===== config.mk =====
export PLATFORM = sky130hd
export DESIGN_NAME = pipeline_ctrl_flat
export DESIGN_NICKNAME = d
export VERILOG_FILES = /design/src/rtl/pipeline_ctrl_if.sv /design/src/rtl/pipeline_ctrl.sv /design/src/flat_wrapper.sv
export SDC_FILE = /design/constraint.sdc
export NUM_CORES = 1
export LEC_CHECK = 0
export ABC_AREA = 1
export BUFFER_PORTS_ARGS = -buffer_cell sky130_fd_sc_hd__buf_2
export CORE_MARGIN = 5
export CORE_UTILIZATION = 45
export CTS_BUF_LIST = sky130_fd_sc_hd__clkbuf_4 sky130_fd_sc_hd__clkbuf_8
export CTS_CLUSTER_DIAMETER = 150
export DETAILED_ROUTE_END_ITERATION = 10
export GPL_ROUTABILITY_DRIVEN = 0
export PLACE_DENSITY = 0.66
export SETUP_SLACK_MARGIN = 0.4
export SLEW_MARGIN = 20
export SYNTH_ARGS = -nofsm -noshare
export SYNTH_HDL_FRONTEND = slang
export SYNTH_SLANG_ARGS = --single-unit

===== constraint.sdc =====
create_clock -name clk -period 4.6 [get_ports clk]
set_input_delay 0.92 -clock clk [delete_from_list [all_inputs] [get_ports clk]]
set_output_delay 0.92 -clock clk [all_outputs]
set_load 0.005 [all_outputs]

===== src/rtl/pipeline_ctrl_if.sv =====
// pipeline_ctrl_if: hazard/branch/memory handshake and debug counters between core and sequencer
interface pipeline_ctrl_if #(parameter int CNT_W = 16);
  logic hazard, branch_taken, mem_r_en, mem_w_en;
  logic freeze_if, flush_if, freeze_pipe, flush_id, mem_busy, mem_ready;
  logic [CNT_W-1:0] stall_count, flush_count;
  modport master(output hazard, branch_taken, mem_r_en, mem_w_en,
                 input freeze_if, flush_if, freeze_pipe, flush_id, mem_busy, mem_ready, stall_count, flush_count);
  modport slave(input hazard, branch_taken, mem_r_en, mem_w_en,
                output freeze_if, flush_if, freeze_pipe, flush_id, mem_busy, mem_ready, stall_count, flush_count);
endinterface


===== src/rtl/pipeline_ctrl.sv =====
// pipeline_ctrl: freeze/flush sequencing with memory wait-state FSM and saturating debug counters
module pipeline_ctrl #(
  parameter int MEM_WAIT = 4,
  parameter int CNT_W = 16
) (
  input logic clk,
  input logic rst,
  pipeline_ctrl_if.slave bus
);
  typedef enum logic [1:0] {IDLE, ACCESS, DONE} state_t;
  state_t r_state, w_state;
  logic [7:0] r_wcnt, w_wcnt;
  logic [CNT_W-1:0] r_stall_cnt, r_flush_cnt;
  logic w_req, w_stall;
  assign w_req = bus.mem_r_en | bus.mem_w_en;
  always_comb begin
    w_state = r_state;
    w_wcnt = r_wcnt;
    case (r_state)
      IDLE: if (w_req) begin
        w_state = ACCESS;
        w_wcnt = 8'(MEM_WAIT - 2);
      end
      ACCESS: if (r_wcnt == 8'd0) w_state = DONE; else w_wcnt = r_wcnt - 8'd1;
      default: w_state = IDLE;
    endcase
  end
  always_ff @(posedge clk) begin
    if (rst) begin
      r_state <= IDLE;
      r_wcnt <= 8'd0;
    end else begin
      r_state <= w_state;
      r_wcnt <= w_wcnt;
    end
  end
  // memory stall outranks branch, which outranks hazard; everything is quiet under reset
  assign w_stall = ~rst & (((r_state == IDLE) & w_req) | (r_state == ACCESS));
  assign bus.mem_busy = w_stall;
  assign bus.freeze_pipe = w_stall;
  assign bus.mem_ready = ~rst & (r_state == DONE);
  assign bus.freeze_if = w_stall | (~rst & bus.hazard & ~bus.branch_taken);
  assign bus.flush_if = ~rst & bus.branch_taken & ~w_stall;
  assign bus.flush_id = ~rst & (bus.branch_taken | bus.hazard) & ~w_stall;
  always_ff @(posedge clk) begin
    if (rst) begin
      r_stall_cnt <= '0;
      r_flush_cnt <= '0;
    end else begin
      if (bus.freeze_if && r_stall_cnt != '1) r_stall_cnt <= r_stall_cnt + 1'b1;
      if (bus.flush_if && r_flush_cnt != '1) r_flush_cnt <= r_flush_cnt + 1'b1;
    end
  end
  assign bus.stall_count = r_stall_cnt;
  assign bus.flush_count = r_flush_cnt;
endmodule


===== src/flat_wrapper.sv =====
// flat-port wrapper written by rule: the top's interface ports become plain ports
module pipeline_ctrl_flat 
#(
  parameter int MEM_WAIT = 4,
  parameter int CNT_W = 16
)
  (clk, rst, bus_hazard, bus_branch_taken, bus_mem_r_en, bus_mem_w_en, bus_freeze_if, bus_flush_if, bus_freeze_pipe, bus_flush_id, bus_mem_busy, bus_mem_ready, bus_stall_count, bus_flush_count);
  pipeline_ctrl_if #(.CNT_W(CNT_W)) bus_i ();
  input logic clk;
  input logic rst;
  input wire logic [$bits(bus_i.hazard)-1:0] bus_hazard;
  input wire logic [$bits(bus_i.branch_taken)-1:0] bus_branch_taken;
  input wire logic [$bits(bus_i.mem_r_en)-1:0] bus_mem_r_en;
  input wire logic [$bits(bus_i.mem_w_en)-1:0] bus_mem_w_en;
  output wire logic [$bits(bus_i.freeze_if)-1:0] bus_freeze_if;
  output wire logic [$bits(bus_i.flush_if)-1:0] bus_flush_if;
  output wire logic [$bits(bus_i.freeze_pipe)-1:0] bus_freeze_pipe;
  output wire logic [$bits(bus_i.flush_id)-1:0] bus_flush_id;
  output wire logic [$bits(bus_i.mem_busy)-1:0] bus_mem_busy;
  output wire logic [$bits(bus_i.mem_ready)-1:0] bus_mem_ready;
  output wire logic [$bits(bus_i.stall_count)-1:0] bus_stall_count;
  output wire logic [$bits(bus_i.flush_count)-1:0] bus_flush_count;
  assign bus_i.hazard = bus_hazard;
  assign bus_i.branch_taken = bus_branch_taken;
  assign bus_i.mem_r_en = bus_mem_r_en;
  assign bus_i.mem_w_en = bus_mem_w_en;
  assign bus_freeze_if = bus_i.freeze_if;
  assign bus_flush_if = bus_i.flush_if;
  assign bus_freeze_pipe = bus_i.freeze_pipe;
  assign bus_flush_id = bus_i.flush_id;
  assign bus_mem_busy = bus_i.mem_busy;
  assign bus_mem_ready = bus_i.mem_ready;
  assign bus_stall_count = bus_i.stall_count;
  assign bus_flush_count = bus_i.flush_count;
  pipeline_ctrl #(.MEM_WAIT(MEM_WAIT), .CNT_W(CNT_W)) u_core (.clk(clk), .rst(rst), .bus(bus_i));
endmodule

==> Word-level counts from Yosys, hierarchy flattened <==
Index checks and enable logic that the tools add are counted.
{ "classes": {"n_addsub": 3, "eq_ne": 7, "muxes": 6, "bitwise": 16, "reduce_logical": 7} }
{ "op_table": {"columns": ["cell", "n"], "rows": [
  ["$add 16x1->16 const B", 2],
  ["$ne 16x16->1 const B", 2],
  ["$mux 8", 2],
  ["$pmux 8 s2", 1],
  ["$and 1x1->1", 9],
  ["$logic_not 8->1", 1],
  ["$sub 8x1->8 const B", 1],
  ["$mux 2", 2],
  ["$ne 2x1->1 const B", 2],
  ["$or 1x1->1", 4],
  ["$pmux 2 s2", 1],
  ["$not 1->1", 3],
  ["$reduce_and 3->1", 1],
  ["$eq 2x1->1 const B", 1],
  ["$eq 2x2->1 const B", 1],
  ["$logic_and 1x1->1", 2],
  ["$logic_not 2->1", 1],
  ["$ne 2x2->1 const B", 1],
  ["$reduce_and 2->1", 1],
  ["$reduce_bool 2->1", 1]
]} }
{ "word_totals": {"regBits": 42, "input_bits": 6, "out_inout_bits": 38, "elab_cells": 43} }

==> Depth between registers and ports, before layout <==
{ "depth": {"ltp_word": 7, "depth_mapped": 10, "depth_no_buf": 10} }

==> Worst setup path after synthesis <==
Ideal clock, no wire load.
{ "synth_timing": {"path_type": "input-to-output", "from": "input port rst", "to": "output port bus_flush_id", "arrival_time_ns": 1.557, "t_required_ns": 3.680, "path_slack_ns": 2.123, "cell_stages": 5, "n_path_buf": 2, "path_cell_list": "buf_6 inv_2 clkbuf_1 o21ai_0 nor2_1"} }
{ "synth_between": {"elab_chain_cells": 4} }
{ "synth_lines": {"columns": ["element", "line_no", "source"], "rows": [
  ["start, declared", "flat_wrapper.sv:10", "input logic rst;"],
  ["$not 1->1 (*)", "pipeline_ctrl.sv:38, pipeline_ctrl.sv:44", null],
  ["$and 1x1->1", "pipeline_ctrl.sv:38", "assign w_stall = ~rst & (((r_state == IDLE) & w_req) | (r_state == ACCESS));"],
  ["$not 1->1", "pipeline_ctrl.sv:44", "assign bus.flush_id = ~rst & (bus.branch_taken | bus.hazard) & ~w_stall;"],
  ["$and 1x1->1 (*)", "pipeline_ctrl.sv:44", null],
  ["end, declared", "flat_wrapper.sv:18", "output wire logic [$bits(bus_i.flush_id)-1:0] bus_flush_id;"]
]} }
Mark *: on every way between the ends. The rest lies on a longest branch, timed or not.

==> Worst setup path after layout <==
{ "layout_timing": {"from": "input port rst", "to": "output port bus_flush_if"} }
{ "layout_between": {"elab_chain_cells": 4} }
{ "layout_lines": {"columns": ["element", "line_no", "source"], "rows": [
  ["$not 1->1 (*)", "pipeline_ctrl.sv:38, pipeline_ctrl.sv:43", null],
  ["$and 1x1->1", "pipeline_ctrl.sv:38", null],
  ["$not 1->1", "pipeline_ctrl.sv:43", "assign bus.flush_if = ~rst & bus.branch_taken & ~w_stall;"],
  ["$and 1x1->1 (*)", "pipeline_ctrl.sv:43", null],
  ["end, declared", "flat_wrapper.sv:16", "output wire logic [$bits(bus_i.flush_if)-1:0] bus_flush_if;"]
]} }
Marks and branches as above.

==> impl_metrics.json <==
{
  "outcome": "completed",
  "area_growth_pct": 12.9,
  "hpwl_um": 4550,
  "cts_max_level": 2,
  "synth_nets": 422,
  "hold_violations": 0,
  "post-route-util_pct": 52.8,
  "die_x_um": 85.9,
  "synth_area_sq_mm": 0.00259,
  "required_ps": 3680,
  "fin_crit_ps": 2590,
  "synth_seq_cells": 42,
  "drv_slew": 0,
  "p_per_area_mw_per_mm2": 386,
  "fmax_mhz": 387,
  "portBuffers": 43,
  "clkPwrFrac_pct": 22.4,
  "routed_wl_um": 6140,
  "worst_slew_pin_slew_ps": 436,
  "fillers": 592,
  "drt_iter0_markers": 161,
  "synth.avg_cell_area_sq_um": 6.29,
  "drc_errors": 0,
  "nets": 463,
  "cts_tree": "done",
  "antenna_found_initial": 0,
  "cts-hold-fix-buffers": 0,
  "design_power_total_mw": 1.13,
  "routed-via-count": 2559,
  "setup-tns-final_ps": 0,
  "start_util_pct": 46.7,
  "period_share_pct": 56.2,
  "die_y_um": 85.9,
  "sequentialPowerShare_pct": 38.9,
  "root_buffer": "clkbuf_8",
  "crit_top_cell": "buf_2",
  "p_leak_nw": 1.25,
  "p_int_mw": 0.665,
  "switching_share_pct": 41.0,
  "path_class": "in -> out",
  "cts.clk_slew.worst_paths_ps": 80,
  "slew-limit-headroom_pct": 70.8,
  "track_usage_pct": 17.4,
  "clockBufferDepth": 2,
  "critPathCaptureType": "primary output",
  "hold_path.class": "reg -> reg",
  "cts_resized": 0,
  "clock-sinks": 42,
  "crit_buf_inv": 3,
  "grt_max_degree": 33,
  "clock_latency_ps": 290,
  "first_pass_iters": 4,
  "synthFlopType": "dfxtp_1",
  "rows": 27,
  "core-area_sq_mm": 0.00554,
  "path_max_fanout": 14,
  "startpoint_type": "input port",
  "critPathSlowestCell": "inv_2",
  "grt_pass1_vias": 2317,
  "critPathArrivalTime_ps": 1670,
  "switchingPower_mw": 0.463,
  "cts_made_buffers": 5,
  "crit_family": "buffers and inverters",
  "placedCellCount": 518,
  "diodes": 0,
  "dieArea_sq_mm": 0.00737,
  "yosys-top-cells-area": "dfxtp_1, nand2_1, nor2_1, inv_1, a21oi_1",
  "synthDistinctLibCells": 27,
  "slowest_delay_ps": 180,
  "comb_power_share_pct": 38.6,
  "multi_input_area_sq_mm": 0.00151,
  "layout-drive-gt1-share_pct": 15.9,
  "grt_pass1_wl_um": 10600,
  "antenna_left": 0,
  "yosys_warnings": 0,
  "max-vdd-ir-drop_v": 0.000159,
  "vias_per_cell": 4.87,
  "synth_top_cell_area_share_pct": 32.5,
  "grt-ovfl-total": 0,
  "synth_edf_count": 0,
  "setup_viol": 0,
  "rsz0062_at_grt": "no",
  "ys_seq_area_share_pct": 32.5,
  "finClkSkew_ps": 6.10,
  "crit_chain": "buf_2 -> inv_2 -> nand2_1 -> nor2_8 -> buf_2",
  "wire_per_inst_um": 11.7,
  "max_cap_viol_count": 0,
  "async_flop_share_pct": 0,
  "synth_area_leader_cell": "dfxtp_1",
  "cts_setup_buffers": 0,
  "seqCellArea_sq_um": 841,
  "synthCells": 412,
  "fin_cells": 526,
  "pin_count": 44
}
-- Yosys cell counts (3+ instances only) --
| master | number |
|---|---|
| nor2_4 | 3 |
| o21ai_0 | 12 |
| nand2_2 | 3 |
| a21oi_1 | 28 |
| buf_6 | 4 |
| nor2_1 | 67 |
| nor3_1 | 3 |
| clkbuf_1 | 4 |
| xor2_1 | 6 |
| inv_2 | 4 |
| nand4_1 | 10 |
| ha_1 | 4 |
| inv_1 | 38 |
| nand2_1 | 140 |
| dfxtp_1 | 42 |
| nand3_1 | 20 |
| xnor2_1 | 9 |
-- layout make-up --
class                      instances  share of cell area [%]
clock buffer                       6                    2.83
clock inverter                     2                   0.428
sequential                        42                    28.8
multi-input combinational        317                    51.8
timing repair buffer              44                    7.62
tap                               72                    3.08
inverter                          43                    5.52
-- power by group through the flow --
stage	registers, mW	clock network, mW	logic [mW]
final	0.439	0.253	0.436
after global routing	0.445	0.278	0.497
after global placement	0.446	0	0.430
after CTS	0.439	0.264	0.434
after floorplan	0.441	0	0.350
after detailed placement	0.447	0	0.432
-- routing by layer --
layer	wire length [um]	global-route usage, %	up-vias
met5	0	0	-
met4	105	5.32	0
met3	277	3.46	11
met2	2820	28.9	55
met1	2930	22.5	1121
li1	-	-	1372
-- registers in the layout (all words and copies together), names as in the netlist --
signal                  cells
u_core.bus.flush_count     16
u_core.bus.stall_count     16
u_core.r_wcnt               8
u_core.r_state              2
-- layout by cell type (no fill, tap or decap), drive strengths merged --
cell type / instances
clkinv: 2
o21ai: 13
nor2: 73
nor3: 3
nand3b: 1
xnor2: 9
nand4: 10
ha: 4
clkbuf: 6
a21boi: 1
clkinvlp: 1
nand3: 22
dfxtp: 42
nand2: 145
a21oi: 30
inv: 42
xor2: 6
buf: 44
-- path summary, 6_finish.rpt --
path	cells past startpoint	start	slack, ps	end
worst max-delay path	5	rst	2010	bus_flush_if
worst min-delay path	2	u_core.r_wcnt[3]$_SDFFE_PP0P_	490	u_core.r_wcnt[3]$_SDFFE_PP0P_
worst max register to register	7	u_core.bus.flush_count[0]$_SDFFE_PP0P_	2780	u_core.bus.flush_count[12]$_SDFFE_PP0P_
worst min register to register	2	u_core.r_wcnt[3]$_SDFFE_PP0P_	490	u_core.r_wcnt[3]$_SDFFE_PP0P_
-- worst reg2reg max path, cell delays in order, from the launching register on --
cell,delay [ps]
dfxtp_1,470
ha_1,330
nand3_2,120
clkinv_1,130
nand2_4,80
o21ai_4,390
nand2_1,120
a21oi_2,140
-- logic make-up after synthesis --
group                    Yosys count  synth area share, %
adder cells (fa/ha/maj)            4                 1.93
buffers and inverters             53                 9.13
XOR/XNOR                          15                 5.07
flip-flops                        42                 32.5
AND/OR/NAND/NOR                  254                 42.1
AO/OA/AOI/OAI                     44                 9.32
-- through the flow --
step	area, sq um	setup WS [ps]	hold slack, ps
after floorplan	2590	2120	459
after global placement	2830	2000	477
after detailed placement	2830	1980	481
after CTS	2920	1990	492
after global routing	2920	1910	527
final	2920	2010	489
Note: power is estimated with default switching activity, not from simulation.
